$ cat config.mk
export PLATFORM = sky130hd
export DESIGN_NAME = xvga_sync_gen_flat
export DESIGN_NICKNAME = d
export VERILOG_FILES = /design/src/rtl/xvga_pkg.sv /design/src/rtl/xvga_sync_gen_if.sv /design/src/rtl/sync_delay_line.sv /design/src/rtl/xvga_sync_gen.sv /design/src/flat_wrapper.sv
export SDC_FILE = /design/constraint.sdc
export NUM_CORES = 1
export LEC_CHECK = 0
export ABC_AREA = 1
export BUFFER_PORTS_ARGS = -buffer_cell sky130_fd_sc_hd__buf_2
export CAP_MARGIN = 30
export CORE_MARGIN = 1.5
export CORE_UTILIZATION = 50
export CTS_CLUSTER_DIAMETER = 30
export DETAILED_ROUTE_END_ITERATION = 12
export GPL_TIMING_DRIVEN = 0
export PLACE_DENSITY_LB_ADDON = 0.3
export SLEW_MARGIN = 20
export SYNTH_ARGS = -nofsm -noshare
export SYNTH_HDL_FRONTEND = slang
export SYNTH_SLANG_ARGS = --single-unit
$ cat constraint.sdc
create_clock -name vclock -period 2.65 [get_ports vclock]
set_input_delay 0.53 -clock vclock [delete_from_list [all_inputs] [get_ports vclock]]
set_output_delay 0.53 -clock vclock [all_outputs]
set_load 0.05 [all_outputs]
$ cat src/rtl/xvga_pkg.sv
// Shared XVGA 1024x768@60 timing constants and pixel-path types.
package xvga_pkg;

    localparam int H_ACTIVE = 1024;
    localparam int H_FP     = 24;
    localparam int H_SYNC   = 136;
    localparam int H_BP     = 160;
    localparam int V_ACTIVE = 768;
    localparam int V_FP     = 3;
    localparam int V_SYNC   = 6;
    localparam int V_BP     = 29;

    localparam int H_TOTAL  = H_ACTIVE + H_FP + H_SYNC + H_BP;   // 1344
    localparam int V_TOTAL  = V_ACTIVE + V_FP + V_SYNC + V_BP;   // 806
    localparam int HS_START = H_ACTIVE + H_FP;                   // 1048
    localparam int HS_END   = HS_START + H_SYNC - 1;             // 1183
    localparam int VS_START = V_ACTIVE + V_FP;                   // 771
    localparam int VS_END   = VS_START + V_SYNC - 1;             // 776

    localparam int HCNT_W = 11;
    localparam int VCNT_W = 10;

    typedef logic [HCNT_W-1:0] hcount_t;
    typedef logic [VCNT_W-1:0] vcount_t;
    typedef logic [23:0]       rgb24_t;   // {r[23:16], g[15:8], b[7:0]}

endpackage

$ cat src/rtl/xvga_sync_gen_if.sv
// Pixel-coordinate interface between the sync generator and the renderers / VGA pins.
interface xvga_sync_gen_if;

    xvga_pkg::hcount_t hcount;
    xvga_pkg::vcount_t vcount;
    logic              hsync;
    logic              vsync;
    logic              blank;
    logic              frame_start;
    xvga_pkg::rgb24_t  pixel_in;
    logic              hsync_out;
    logic              vsync_out;
    logic              blank_out;
    xvga_pkg::rgb24_t  pixel_out;

    // Timing source: drives coordinates and pin-side video, takes the composited pixel.
    modport master (
        output hcount, vcount, hsync, vsync, blank, frame_start,
        output hsync_out, vsync_out, blank_out, pixel_out,
        input  pixel_in
    );

    // Renderer / pin side.
    modport slave (
        input  hcount, vcount, hsync, vsync, blank, frame_start,
        input  hsync_out, vsync_out, blank_out, pixel_out,
        output pixel_in
    );

endinterface

$ cat src/rtl/sync_delay_line.sv
// Fixed-depth register delay with an async reset to a chosen idle word; DEPTH=0 is a wire.
module sync_delay_line #(
    parameter int               WIDTH = 1,
    parameter int               DEPTH = 1,
    parameter logic [WIDTH-1:0] IDLE  = '0
) (
    input  logic             clk_i,
    input  logic             rst_ni,
    input  logic [WIDTH-1:0] d_i,
    output logic [WIDTH-1:0] q_o
);

    generate
        if (DEPTH == 0) begin : g_pass
            logic unused_clk_rst;
            assign unused_clk_rst = clk_i ^ rst_ni;
            assign q_o = d_i;
        end else begin : g_pipe
            logic [DEPTH-1:0][WIDTH-1:0] stage_q;

            // Shift the word one stage per clock; reset parks every stage at IDLE.
            always_ff @(posedge clk_i or negedge rst_ni) begin
                if (!rst_ni) begin
                    for (int i = 0; i < DEPTH; i++) stage_q[i] <= IDLE;
                end else begin
                    stage_q[0] <= d_i;
                    for (int i = 1; i < DEPTH; i++) stage_q[i] <= stage_q[i-1];
                end
            end

            assign q_o = stage_q[DEPTH-1];
        end
    endgenerate

endmodule

$ cat src/rtl/xvga_sync_gen.sv
// XVGA timing generator: coordinate counters, registered sync/blank flags and a
// latency-matched, blank-masked output register for the VGA pins.
module xvga_sync_gen
    import xvga_pkg::*;
#(
    parameter int H_ACTIVE = xvga_pkg::H_ACTIVE,
    parameter int H_FP     = xvga_pkg::H_FP,
    parameter int H_SYNC   = xvga_pkg::H_SYNC,
    parameter int H_BP     = xvga_pkg::H_BP,
    parameter int V_ACTIVE = xvga_pkg::V_ACTIVE,
    parameter int V_FP     = xvga_pkg::V_FP,
    parameter int V_SYNC   = xvga_pkg::V_SYNC,
    parameter int V_BP     = xvga_pkg::V_BP,
    parameter int PIX_LAT  = 1
) (
    input logic             vclock,
    input logic             reset_n,
    xvga_sync_gen_if.master vif
);

    localparam int H_TOTAL = H_ACTIVE + H_FP + H_SYNC + H_BP;
    localparam int V_TOTAL = V_ACTIVE + V_FP + V_SYNC + V_BP;

    // Compare constants sized to the counter widths.
    localparam hcount_t H_LAST   = hcount_t'(H_TOTAL - 1);
    localparam hcount_t H_BLANK  = hcount_t'(H_ACTIVE);
    localparam hcount_t HS_FIRST = hcount_t'(H_ACTIVE + H_FP);
    localparam hcount_t HS_LAST  = hcount_t'(H_ACTIVE + H_FP + H_SYNC - 1);
    localparam vcount_t V_LAST   = vcount_t'(V_TOTAL - 1);
    localparam vcount_t V_BLANK  = vcount_t'(V_ACTIVE);
    localparam vcount_t VS_FIRST = vcount_t'(V_ACTIVE + V_FP);
    localparam vcount_t VS_LAST  = vcount_t'(V_ACTIVE + V_FP + V_SYNC - 1);

    generate
        if (PIX_LAT < 0 || PIX_LAT > 3 ||
            H_TOTAL > (1 << HCNT_W) || V_TOTAL > (1 << VCNT_W)) begin : g_bad_params
            $error("xvga_sync_gen: PIX_LAT must be 0..3 and H/V totals must fit the counters");
        end
    endgenerate

    hcount_t hcount_q, hcount_d;
    vcount_t vcount_q, vcount_d;
    logic    hsync_q, hsync_d;
    logic    vsync_q, vsync_d;
    logic    blank_q, blank_d;
    logic    fstart_q, fstart_d;

    // Next coordinates, and flags decoded from them so they move on the same edge.
    always_comb begin
        hcount_d = (hcount_q == H_LAST) ? '0 : hcount_q + 1'b1;
        vcount_d = vcount_q;
        if (hcount_q == H_LAST) vcount_d = (vcount_q == V_LAST) ? '0 : vcount_q + 1'b1;
        hsync_d  = ~((hcount_d >= HS_FIRST) && (hcount_d <= HS_LAST));
        vsync_d  = ~((vcount_d >= VS_FIRST) && (vcount_d <= VS_LAST));
        blank_d  = (hcount_d >= H_BLANK) || (vcount_d >= V_BLANK);
        fstart_d = (hcount_d == '0) && (vcount_d == '0);
    end

    // Counter and flag registers; reset parks on the last pixel so the first edge lands on (0,0).
    always_ff @(posedge vclock or negedge reset_n) begin
        if (!reset_n) begin
            hcount_q <= H_LAST;
            vcount_q <= V_LAST;
            hsync_q  <= 1'b1;
            vsync_q  <= 1'b1;
            blank_q  <= 1'b1;
            fstart_q <= 1'b0;
        end else begin
            hcount_q <= hcount_d;
            vcount_q <= vcount_d;
            hsync_q  <= hsync_d;
            vsync_q  <= vsync_d;
            blank_q  <= blank_d;
            fstart_q <= fstart_d;
        end
    end

    // Flags wait out the renderer latency so they line up with pixel_in: {hsync, vsync, blank}.
    logic [2:0] flags_dly;

    sync_delay_line #(
        .WIDTH (3),
        .DEPTH (PIX_LAT),
        .IDLE  (3'b111)
    ) u_flag_dly (
        .clk_i  (vclock),
        .rst_ni (reset_n),
        .d_i    ({hsync_q, vsync_q, blank_q}),
        .q_o    (flags_dly)
    );

    logic   hsync_out_q, vsync_out_q, blank_out_q;
    rgb24_t pixel_out_q;

    // Pin-side output register; the pixel is forced black whenever the aligned blank is set.
    always_ff @(posedge vclock or negedge reset_n) begin
        if (!reset_n) begin
            hsync_out_q <= 1'b1;
            vsync_out_q <= 1'b1;
            blank_out_q <= 1'b1;
            pixel_out_q <= '0;
        end else begin
            hsync_out_q <= flags_dly[2];
            vsync_out_q <= flags_dly[1];
            blank_out_q <= flags_dly[0];
            pixel_out_q <= flags_dly[0] ? '0 : vif.pixel_in;
        end
    end

    assign vif.hcount      = hcount_q;
    assign vif.vcount      = vcount_q;
    assign vif.hsync       = hsync_q;
    assign vif.vsync       = vsync_q;
    assign vif.blank       = blank_q;
    assign vif.frame_start = fstart_q;
    assign vif.hsync_out   = hsync_out_q;
    assign vif.vsync_out   = vsync_out_q;
    assign vif.blank_out   = blank_out_q;
    assign vif.pixel_out   = pixel_out_q;

endmodule

$ cat src/flat_wrapper.sv
// flat-port wrapper written by rule: the top's interface ports become plain ports
module xvga_sync_gen_flat import xvga_pkg::*;
#(
    parameter int H_ACTIVE = xvga_pkg::H_ACTIVE,
    parameter int H_FP     = xvga_pkg::H_FP,
    parameter int H_SYNC   = xvga_pkg::H_SYNC,
    parameter int H_BP     = xvga_pkg::H_BP,
    parameter int V_ACTIVE = xvga_pkg::V_ACTIVE,
    parameter int V_FP     = xvga_pkg::V_FP,
    parameter int V_SYNC   = xvga_pkg::V_SYNC,
    parameter int V_BP     = xvga_pkg::V_BP,
    parameter int PIX_LAT  = 1
)
  (vclock, reset_n, vif_hcount, vif_vcount, vif_hsync, vif_vsync, vif_blank, vif_frame_start, vif_hsync_out, vif_vsync_out, vif_blank_out, vif_pixel_out, vif_pixel_in);
  xvga_sync_gen_if vif_i ();
  input logic vclock;
  input logic reset_n;
  output wire logic [$bits(vif_i.hcount)-1:0] vif_hcount;
  output wire logic [$bits(vif_i.vcount)-1:0] vif_vcount;
  output wire logic [$bits(vif_i.hsync)-1:0] vif_hsync;
  output wire logic [$bits(vif_i.vsync)-1:0] vif_vsync;
  output wire logic [$bits(vif_i.blank)-1:0] vif_blank;
  output wire logic [$bits(vif_i.frame_start)-1:0] vif_frame_start;
  output wire logic [$bits(vif_i.hsync_out)-1:0] vif_hsync_out;
  output wire logic [$bits(vif_i.vsync_out)-1:0] vif_vsync_out;
  output wire logic [$bits(vif_i.blank_out)-1:0] vif_blank_out;
  output wire logic [$bits(vif_i.pixel_out)-1:0] vif_pixel_out;
  input wire logic [$bits(vif_i.pixel_in)-1:0] vif_pixel_in;
  assign vif_hcount = vif_i.hcount;
  assign vif_vcount = vif_i.vcount;
  assign vif_hsync = vif_i.hsync;
  assign vif_vsync = vif_i.vsync;
  assign vif_blank = vif_i.blank;
  assign vif_frame_start = vif_i.frame_start;
  assign vif_hsync_out = vif_i.hsync_out;
  assign vif_vsync_out = vif_i.vsync_out;
  assign vif_blank_out = vif_i.blank_out;
  assign vif_pixel_out = vif_i.pixel_out;
  assign vif_i.pixel_in = vif_pixel_in;
  xvga_sync_gen #(.H_ACTIVE(H_ACTIVE), .H_FP(H_FP), .H_SYNC(H_SYNC), .H_BP(H_BP), .V_ACTIVE(V_ACTIVE), .V_FP(V_FP), .V_SYNC(V_SYNC), .V_BP(V_BP), .PIX_LAT(PIX_LAT)) u_core (.vclock(vclock), .reset_n(reset_n), .vif(vif_i));
endmodule
==> results.sh, run 1 <==
export IMPL_status="complete, no violations"
export IMPL_critPathArrivalTime_ps=2390
export IMPL_drtAntennaViolNets=0
export IMPL_grt_ovfl_total=0
export IMPL_h_tree_depth=2
export IMPL_dp_hpwl_um=4016
export IMPL_max_cap_violations=0
export IMPL_crit_type="reg -> reg"
export IMPL_fin_skew_ps=12.15
export IMPL_synth_nets=349
export IMPL_maxSlewViolCount=0
export IMPL_ys_types=23
export IMPL_routed_via_density=4.694
export IMPL_met2_usage_pct=34.82
export IMPL_synth_top_area_share_pct=32.04
export IMPL_drive_gt1_share_pct=29.21
export IMPL_fmax_mhz=464.0
export IMPL_grt_pass1_vias=1971
export IMPL_cp_cell_sequence="ha_1 > nand3_4 > nor2_1 > nand2_2 > nor2_1 > nand2_1 > nand2_1 > nand2_1 > nor2_1 > nand2_1 > nor2_1"
export IMPL_p_sw_uw=386.7
export IMPL_rows=25
export IMPL_slew_headroom_pct=56.47
export IMPL_dr_first_iter_drc_count=121
export IMPL_gp_congestion=0.8884
export IMPL_yosysWarnings=0
export IMPL_fp_dieW_um=74.80
export IMPL_seqPwrFrac_pct=57.8
export IMPL_power_density_nw_per_um2=473.7
export IMPL_setup_ws_ps=495.0
export IMPL_die_h_um=74.80
export IMPL_combPwrFrac_pct=9.1
export IMPL_cts_hold_buf=0
export IMPL_p_leak_uw=0.001806
export IMPL_startpoint_type="register"
export IMPL_grt_use_met3_pct=4.016
export IMPL_worstMarginPinSlew_ps=652.9
export IMPL_critPathMaxStageDelay_ps=600
export IMPL_cts_setup_buffers=0
export IMPL_wl_per_cell_um=11.69
export IMPL_vdd_drop_max_mv=0.2599
export IMPL_rsz0062_at_grt="false"
export IMPL_antenna_found_initial=0
export IMPL_synthTopCellsByCount="nand2_1, inv_1, nor2_1"
export IMPL_switching_share_pct=25.93
export IMPL_nets=433
export IMPL_drcViolationCount=0
export IMPL_grt_busiest_layer="met2"
export IMPL_synthTopCellsByArea="dfrtp_1, dfstp_2, nand2_1"
export IMPL_synth_seq_cells=55
export IMPL_n_antenna_cell=0
export IMPL_p_int_uw=1104
export IMPL_vias=2211
export IMPL_required_ps=2880
export IMPL_drtPass1Iterations=4
export IMPL_finalCritPeriodShare_pct=81.32
export IMPL_cts_tree="yes"
export IMPL_hold_class="in -> async"
export IMPL_netlist_area_um2=2577
export IMPL_io_buffers=77
export IMPL_layout_min_cycle_time_ps=2155
export IMPL_p_clk_share_pct=33.1
export IMPL_syn_inst=319
export IMPL_post_place_ws_ps=571.9
export IMPL_drt_wl_total_um=5505
export IMPL_pin_count=78
export IMPL_clock_sinks=55
export IMPL_cts_root_buf="clkbuf_8"
export IMPL_grt_start_max_net_pins=56
export IMPL_grt_use_total_pct=20.62
export IMPL_end_kind="register"
export IMPL_grt_pass1_wl_um=8797
export IMPL_dieArea_um2=5594
export IMPL_rr_worst_depth=11
export IMPL_critical_path_slowest_cell="dfstp_2"
export IMPL_clkLatencyLatePin_ps=310
export IMPL_grt_use_met1_pct=26.71
export IMPL_crit_path_max_fanout=7
export IMPL_synth_top_area_cell="dfrtp_1"
export IMPL_cts_buffers=5
export IMPL_clkTransAtPathRegs_ps=100
export IMPL_finalHoldViolations=0
export IMPL_post_cts_resized=0
export IMPL_yosysSeqAreaShare_pct=54.47
export IMPL_finalSetupViolCount=0
export IMPL_synth_edf_count=0
export IMPL_ys_flop_type="dfrtp_1"
export IMPL_start_util_pct=53.16
export IMPL_syn_area_per_cell_um2=8.080
export IMPL_fin_tns_setup_ps=0
export IMPL_synthArstFlopShare_pct=100.0
export IMPL_fp_coreArea_um2=4848
export IMPL_synth_most_common_cell="nand2_1"
export IMPL_syn2layout_area_growth_pct=22.14
export IMPL_clockBufferDepth=2
==> flip-flops by register name (all words and copies together), names as in the netlist <==
name / cells
u_core.vif.blank: 1
u_core.vif.blank_out: 1
u_core.vif.hcount: 11
u_core.vif.vsync_out: 1
u_core.vif.hsync: 1
u_core.vif.vcount: 10
u_core.vif.vsync: 1
u_core.vif.pixel_out: 24
u_core.vif.hsync_out: 1
u_core.u_flag_dly.q_o: 3
u_core.vif.frame_start: 1
==> power by group through the flow <==
stage          Sequential (µW)  Combinational (µW)  Clock (µW)
6_report                   862                 135         494
4_1_cts                    862                 138         509
5_1_grt                    865                 148         540
3_3_place_gp               877                 135           0
2_1_floorplan              947                12.8           0
3_5_place_dp               877                 138           0
==> cells in the final DEF, fill, tap and decap left out, types with 2 or more instances in the layout <==
cell type,instances
clkbuf_8,6
o21ai_0,3
nand3_1,27
dfrtp_1,33
nor2_1,57
inv_1,64
buf_2,76
clkbuf_1,2
ha_1,4
dfstp_2,22
nand2_1,79
nor2_2,2
inv_2,2
nand4_1,7
nor3_1,2
xor2_1,5
nand2_2,2
==> routing by layer <==
metal	part of all wire (%)	wire, µm
met5	0	0
met4	1.4	76
met3	6.7	369
met2	47	2585
met1	45	2473
==> path summary, 6_finish.rpt <==
check                      slack [ps]                     start                       end
max                               490      u_core.vif.hcount[0]    u_core.vif.frame_start
min                               250                   reset_n      u_core.vif.hcount[7]
max reg2reg                       490      u_core.vif.hcount[0]    u_core.vif.frame_start
min reg2reg                       360  u_core.u_flag_dly.q_o[1]      u_core.vif.vsync_out
max in group asynchronous        1970                   reset_n  u_core.vif.pixel_out[12]
min in group vclock               360  u_core.u_flag_dly.q_o[1]      u_core.vif.vsync_out
==> worst max-delay path: cells and delay by family (launching register included) <==
family	cells	cell delay, ps
adders and majority gates	1	300
and+or+nand+nor	10	1170
DFF	1	600
==> cell type report <==
type | count | area (µm²)
repair buffers | 77 | 387.9
clock inverters | 2 | 16.27
well taps | 67 | 83.83
flip-flops and latches | 55 | 1404
clock buffers | 6 | 82.58
inverters | 66 | 247.7
fillers | 423 | 1700
multi-input cells | 196 | 918.4
plain buffers | 2 | 7.507
==> stage by stage <==
stage / power [µW] / cells / cell area [µm²] / hold WS [ps] / util [%]
CTS: 1509 / 471 / 3148 / 270.2 / 64.93
floorplan: 959.8 / 319 / 2577 / 234.4 / -
detailed placement: 1015 / 463 / 3049 / 352.1 / 62.89
global placement: 1013 / 463 / 3047 / 345.7 / 62.84
global route: 1553 / 471 / 3148 / 304.1 / 64.93
finish: 1491 / 471 / 3148 / 250.2 / 64.93
==> logic make-up (layout without fill, tap and decap cells) <==
kind of cell,Yosys count,after routing,share of synthesized area (%)
simple gates,181,181,30.58
buf+inv,68,153,9.903
flops,55,55,54.47
fa+ha+maj,4,4,1.942
xor+xnor,5,5,1.699
compound gates,6,6,1.408
No activity file was read; power rests on OpenSTA's default activity.
==> run 2: changes to the inputs <==
--- a/config.mk
+++ b/config.mk
@@ -9,7 +9,7 @@
 export BUFFER_PORTS_ARGS = -buffer_cell sky130_fd_sc_hd__buf_2
 export CAP_MARGIN = 30
 export CORE_MARGIN = 1.5
-export CORE_UTILIZATION = 50
+export CORE_UTILIZATION = 46
 export CTS_CLUSTER_DIAMETER = 30
 export DETAILED_ROUTE_END_ITERATION = 12
 export GPL_TIMING_DRIVEN = 0
==> constraint.sdc (replaced) <==
create_clock -name vclock -period 1.92 [get_ports vclock]
set_input_delay 0.384 -clock vclock [delete_from_list [all_inputs] [get_ports vclock]]
set_output_delay 0.384 -clock vclock [all_outputs]
set_load 0.05 [all_outputs]
==> run 2 against run 1 <==
  * Global-route usage down 0.49 points
  * Total power increased by 43%
  * Clock skew barely moved
  * Sequential share of layout area fell by 2.8 points
  * Count of clock-buffer cells in the layout is the same
  * Critical path type unchanged
  * Die area rose by 8.3%
  * Flip-flop and latch count is the same
  * Maximum frequency rose by 13%
  * Worst setup slack got worse by 490 ps
  * Non-clock buffer count increased by 13
  * Final area is 7.4% higher
  * Critical path depth shrank 2
==> results.sh, run 2 (synthesis gave the netlist of run 1 again) <==
export IMPL_pin_count=78
export IMPL_h_tree_depth=2
export IMPL_grt_pass1_wl_um=9632
export IMPL_syn2layout_area_growth_pct=31.21
export IMPL_combPwrFrac_pct=8.8
export IMPL_grt_pass1_vias=2082
export IMPL_switching_share_pct=24.14
export IMPL_place_area_um2=3077
export IMPL_critPathArrivalTime_ps=2160
export IMPL_grt_use_met1_pct=26.56
export IMPL_r2r_start="u_core.vif.hcount[0]"
export IMPL_fin_skew_ps=12.03
export IMPL_hold_ws_ps=106.7
export IMPL_layout_common_cells="buf_2, nand2_1, inv_1, nor2_1, dfrtp_1"
export IMPL_vdd_drop_max_mv=0.3134
export IMPL_grt_use_met3_pct=2.706
export IMPL_fp_dieW_um=77.86
export IMPL_maxSlewViolCount=0
export IMPL_drcViolationCount=0
export IMPL_dr_first_iter_drc_count=100
export IMPL_finalHoldViolations=0
export IMPL_cts_buffers=5
export IMPL_finalCritPeriodShare_pct=99.54
export IMPL_fp_coreArea_um2=5439
export IMPL_grt_busiest_layer="met2"
export IMPL_grt_ovfl_total=0
export IMPL_grt_start_max_net_pins=56
export IMPL_largest_reg_flops=24
export IMPL_drt_wl_total_um=5890
export IMPL_fmax_mhz=523.2
export IMPL_fin_area_um2=3382
export IMPL_p_leak_uw=0.001897
export IMPL_routed_via_density=4.703
export IMPL_clock_sinks=55
export IMPL_p_sw_uw=514.9
export IMPL_cts_root_buf="clkbuf_8"
export IMPL_cts_tree="yes"
export IMPL_end_kind="register"
export IMPL_clkTransAtPathRegs_ps=100
export IMPL_status="complete, no violations"
export IMPL_grt_use_total_pct=20.14
export IMPL_total_power_uw=2133
export IMPL_dp_hpwl_um=4074
export IMPL_p_int_uw=1618
export IMPL_nets=446
export IMPL_wl_per_cell_um=12.04
export IMPL_crit_type="reg -> reg"
export IMPL_finalSetupViolCount=0
export IMPL_rows=27
export IMPL_rr_worst_depth=9
export IMPL_drive_gt1_share_pct=35.97
export IMPL_power_density_nw_per_um2=630.6
export IMPL_dieArea_um2=6061
export IMPL_io_buffers=77
export IMPL_rsz0062_at_grt="true"
export IMPL_hold_class="in -> async"
export IMPL_crit_start="u_core.vif.hcount[0]"
export IMPL_crit_path_max_fanout=5
export IMPL_gp_congestion=0.8620
export IMPL_start_util_pct=47.39
export IMPL_antenna_found_initial=0
export IMPL_required_ps=2170
export IMPL_final_core_util_pct=62.18
export IMPL_worstMarginPinSlew_ps=663.6
export IMPL_cts_hold_buf=0
export IMPL_vias=2300
export IMPL_drtPass1Iterations=4
export IMPL_n_antenna_cell=0
export IMPL_drtAntennaViolNets=0
export IMPL_clkLatencyLatePin_ps=310
export IMPL_max_cap_violations=0
export IMPL_startpoint_type="register"
export IMPL_slew_headroom_pct=55.76
export IMPL_die_h_um=77.86
export IMPL_p_clk_share_pct=35.3
export IMPL_met2_usage_pct=33.83
export IMPL_layout_min_cycle_time_ps=1911
export IMPL_layout_commonest_cell="buf_2"
export IMPL_seqPwrFrac_pct=55.8
export IMPL_clockBufferDepth=2
==> run 2: final cells by class <==
class / count / area (µm²)
Buffer: 2 / 7.507
Inverter: 66 / 247.7
Clock inverter: 2 / 37.54
Tap cell: 72 / 90.09
Timing Repair Buffer: 90 / 501.7
Clock buffer: 6 / 72.57
Fill cell: 487 / 2057
Multi-Input combinational cell: 196 / 1012
Sequential cell: 55 / 1413
==> run 2: what timing repair did <==
item,in CTS,in global routing
pin swaps,3,12
endpoints found under the setup margin,3,2
buffers inserted,4,9
cloned,0,0
resized for setup,5,19
==> run 2: metal layers <==
layer,vias to the layer above,part of all wire (%)
li1,1145,-
met3,10,5.7
met1,1058,45
met2,87,48
met4,0,1.6
met5,-,0
==> run 2: critical path: stages, from the launching register on <==
cell,delay (ps)
dfstp_4,660
ha_4,160
nand3_4,110
xor2_1,280
nand3_1,150
nor2_1,120
nand2_1,80
nor2_2,130
nand3_2,70
nor2_1,100
==> run 2: power by group through the flow <==
stage	Clock (µW)	Sequential, µW	Combinational, µW
finish	754	1190	189
CTS	782	1190	192
global route	829	1190	203
global placement	0	1210	188
floorplan	0	1310	17.7
detailed placement	0	1210	191
==> run 2: metrics by stage <==
stage          std cells  worst slack, ps  setup TNS (ps)
6_report             489            8.852               0
5_1_grt              489           -109.4          -204.0
4_1_cts              480           -5.478          -5.478
3_5_place_dp         468           -143.5          -214.9
3_3_place_gp         468           -117.1          -160.2
2_1_floorplan        319            21.43               0
==> run 2: worst paths after layout <==
path | endpoint | slack [ps]
worst min register to register | u_core.u_flag_dly.q_o[2] | 360
worst max-delay path | u_core.vif.frame_start | 9
min in group vclock | u_core.vif.pixel_out[13] | 270
max in group asynchronous | u_core.vif.vcount[1] | 1340
worst min-delay path | u_core.vif.frame_start | 110
worst max register to register | u_core.vif.frame_start | 9
==> run 3: changes to the inputs <==
--- a/config.mk
+++ b/config.mk
@@ -9,7 +9,7 @@
 export BUFFER_PORTS_ARGS = -buffer_cell sky130_fd_sc_hd__buf_2
 export CAP_MARGIN = 30
 export CORE_MARGIN = 1.5
-export CORE_UTILIZATION = 46
+export CORE_UTILIZATION = 50
 export CTS_CLUSTER_DIAMETER = 30
 export DETAILED_ROUTE_END_ITERATION = 12
 export GPL_TIMING_DRIVEN = 0
==> constraint.sdc (replaced) <==
create_clock -name vclock -period 2.3 [get_ports vclock]
set_input_delay 0.46 -clock vclock [delete_from_list [all_inputs] [get_ports vclock]]
set_output_delay 0.46 -clock vclock [all_outputs]
set_load 0.05 [all_outputs]
==> run 3 against run 2 <==
  * Worst setup slack improved by 220 ps
  * Cell count decreased by 3.7%
  * First-iteration DRC count increased by 14%
  * Die area decreased by 7.7%
  * Sequential share of layout area increased by 2.8 points
  * Non-clock buffer count decreased by 13
  * Global-route usage increased by 0.49 points
  * Clock skew decreased by 1.8 ps
  * Combinational power decreased by 17%
  * Critical path type unchanged
==> results.sh, run 3 (synthesis gave the netlist of run 1 again) <==
export IMPL_grt_use_total_pct=20.62
export IMPL_status="complete, no violations"
export IMPL_dieArea_um2=5594
export IMPL_slew_headroom_pct=56.45
export IMPL_num_fill_cells=423
export IMPL_start_util_pct=53.16
export IMPL_finalSetupViolCount=0
export IMPL_cts_root_buf="clkbuf_8"
export IMPL_startpoint_type="register"
export IMPL_drive_gt1_share_pct=29.70
export IMPL_clockBufferDepth=2
export IMPL_critPathArrivalTime_ps=2300
export IMPL_syn2layout_area_growth_pct=22.33
export IMPL_drtPass1Iterations=4
export IMPL_fp_dieW_um=74.80
export IMPL_vdd_drop_max_mv=0.2993
export IMPL_grt_pass1_wl_um=8797
export IMPL_grt_pass1_vias=1971
export IMPL_io_buffers=77
export IMPL_fmax_mhz=483.9
export IMPL_vias=2246
export IMPL_crit_type="reg -> reg"
export IMPL_hold_class="in -> async"
export IMPL_pin_count=78
export IMPL_finalHoldViolations=0
export IMPL_wl_per_cell_um=11.69
export IMPL_grt_start_max_net_pins=56
export IMPL_drcViolationCount=0
export IMPL_dp_hpwl_um=4016
export IMPL_crit_path_max_fanout=7
export IMPL_worstMarginPinSlew_ps=653.2
export IMPL_r2r_start="u_core.vif.hcount[0]"
export IMPL_layout_commonest_cell="nand2_1"
export IMPL_rows=25
export IMPL_cts_buffers=5
export IMPL_layout_min_cycle_time_ps=2067
export IMPL_die_h_um=74.80
export IMPL_routed_via_density=4.769
export IMPL_rsz0062_at_grt="false"
export IMPL_end_kind="register"
export IMPL_cts_tree="yes"
export IMPL_antenna_found_initial=0
export IMPL_power_density_nw_per_um2=546.1
export IMPL_rr_worst_depth=11
export IMPL_required_ps=2540
export IMPL_max_cap_violations=0
export IMPL_p_leak_uw=0.001805
export IMPL_grt_ovfl_total=0
export IMPL_clkLatencyLatePin_ps=310
export IMPL_finalCritPeriodShare_pct=89.85
export IMPL_fp_coreArea_um2=4848
export IMPL_setup_ws_ps=233.4
export IMPL_nets=433
export IMPL_r2r_end="u_core.vif.frame_start"
export IMPL_largest_reg_flops=24
export IMPL_dr_first_iter_drc_count=114
export IMPL_clock_sinks=55
export IMPL_rrSetupSlack_ps=230
export IMPL_h_tree_depth=2
export IMPL_fin_skew_ps=10.24
export IMPL_maxSlewViolCount=0
export IMPL_gp_congestion=0.8884
export IMPL_clkTransAtPathRegs_ps=100
export IMPL_post_place_ws_ps=221.9
export IMPL_drtAntennaViolNets=0
export IMPL_n_antenna_cell=0
export IMPL_layout_common_cells="nand2_1, buf_2, inv_1, nor2_1, dfrtp_1"
export IMPL_fin_tns_setup_ps=0
export IMPL_drt_wl_total_um=5507
==> run 3: cell types whose count changed in the layout (fill, tap and decap cells not counted), sizes merged <==
| cell | delta |
|---|---|
| bufinv | -1 |
| buf | -13 |
| clkinv | +1 |
==> run 3: repair_timing <==
| item | in CTS | in global routing |
|---|---|---|
| setup buffers | 0 | 0 |
| endpoints found under the hold margin | 0 | 0 |
| gates resized for setup | 0 | 2 |
| setup endpoints to repair | 0 | 2 |
| hold buffers | 0 | 0 |
==> run 3: report_power, final <==
part	internal [µW]	total [µW]	switching, µW
clock network	247	573	326
logic	36.6	156	119
registers	989	993	4.04
==> run 3: area by class of cell <==
| type | instances | area (µm²) | share of cell area [%] |
|---|---|---|---|
| plain buffers | 2 | 7.507 | 0.2381 |
| clock buffers | 6 | 82.58 | 2.619 |
| clock inverters | 2 | 16.27 | 0.5159 |
| inverters | 66 | 247.7 | 7.857 |
| multi-input cells | 196 | 923.4 | 29.29 |
| flip-flops and latches | 55 | 1404 | 44.52 |
| well taps | 67 | 83.83 | 2.659 |
| repair buffers | 77 | 387.9 | 12.30 |
==> run 3: worst max path at each step <==
stage / slack (ps) / depth (start not counted) / to / start
finish: 230 / 11 / u_core.vif.frame_start / u_core.vif.hcount[0]
CTS: 170 / 8 / u_core.vif.vsync / u_core.vif.hcount[0]
global route: 30 / 11 / u_core.vif.frame_start / u_core.vif.hcount[0]
global placement: 260 / 11 / u_core.vif.frame_start / u_core.vif.hcount[0]
floorplan: 270 / 11 / u_core.vif.frame_start / u_core.vif.hcount[0]
detailed placement: 220 / 8 / u_core.vif.vsync / u_core.vif.hcount[0]
==> run 3: metrics by stage <==
step | util (%) | hold slack, ps | instance area (µm²) | total power [µW] | std cells
4_1_cts | 64.93 | 200.2 | 3148 | 1739 | 471
3_5_place_dp | 62.89 | 352.1 | 3049 | 1169 | 463
3_3_place_gp | 62.84 | 345.7 | 3047 | 1167 | 463
5_1_grt | 65.03 | 234.1 | 3153 | 1789 | 471
6_report | 65.03 | 173.7 | 3153 | 1722 | 471
2_1_floorplan | - | 164.4 | 2577 | 1106 | 319
==> run 3: layer usage <==
metal | up-vias | GRT usage [%] | wire [µm]
met5 | - | 0 | 0
met2 | 81 | 34.82 | 2635
li1 | 1126 | - | -
met1 | 1033 | 26.71 | 2404
met4 | 0 | 7.071 | 64
met3 | 6 | 4.016 | 403
==> run 3: worst max-delay path, stage by stage, from the launching register on <==
cell and delay, ps:
dfstp_2 600, ha_2 260, nand3_4 120, nor2_1 170
nand2_2 140, nor2_1 160, nand2_1 60, nand2_1 60
nand2_1 60, nor2_1 150, nand2_1 90, nor2_1 110
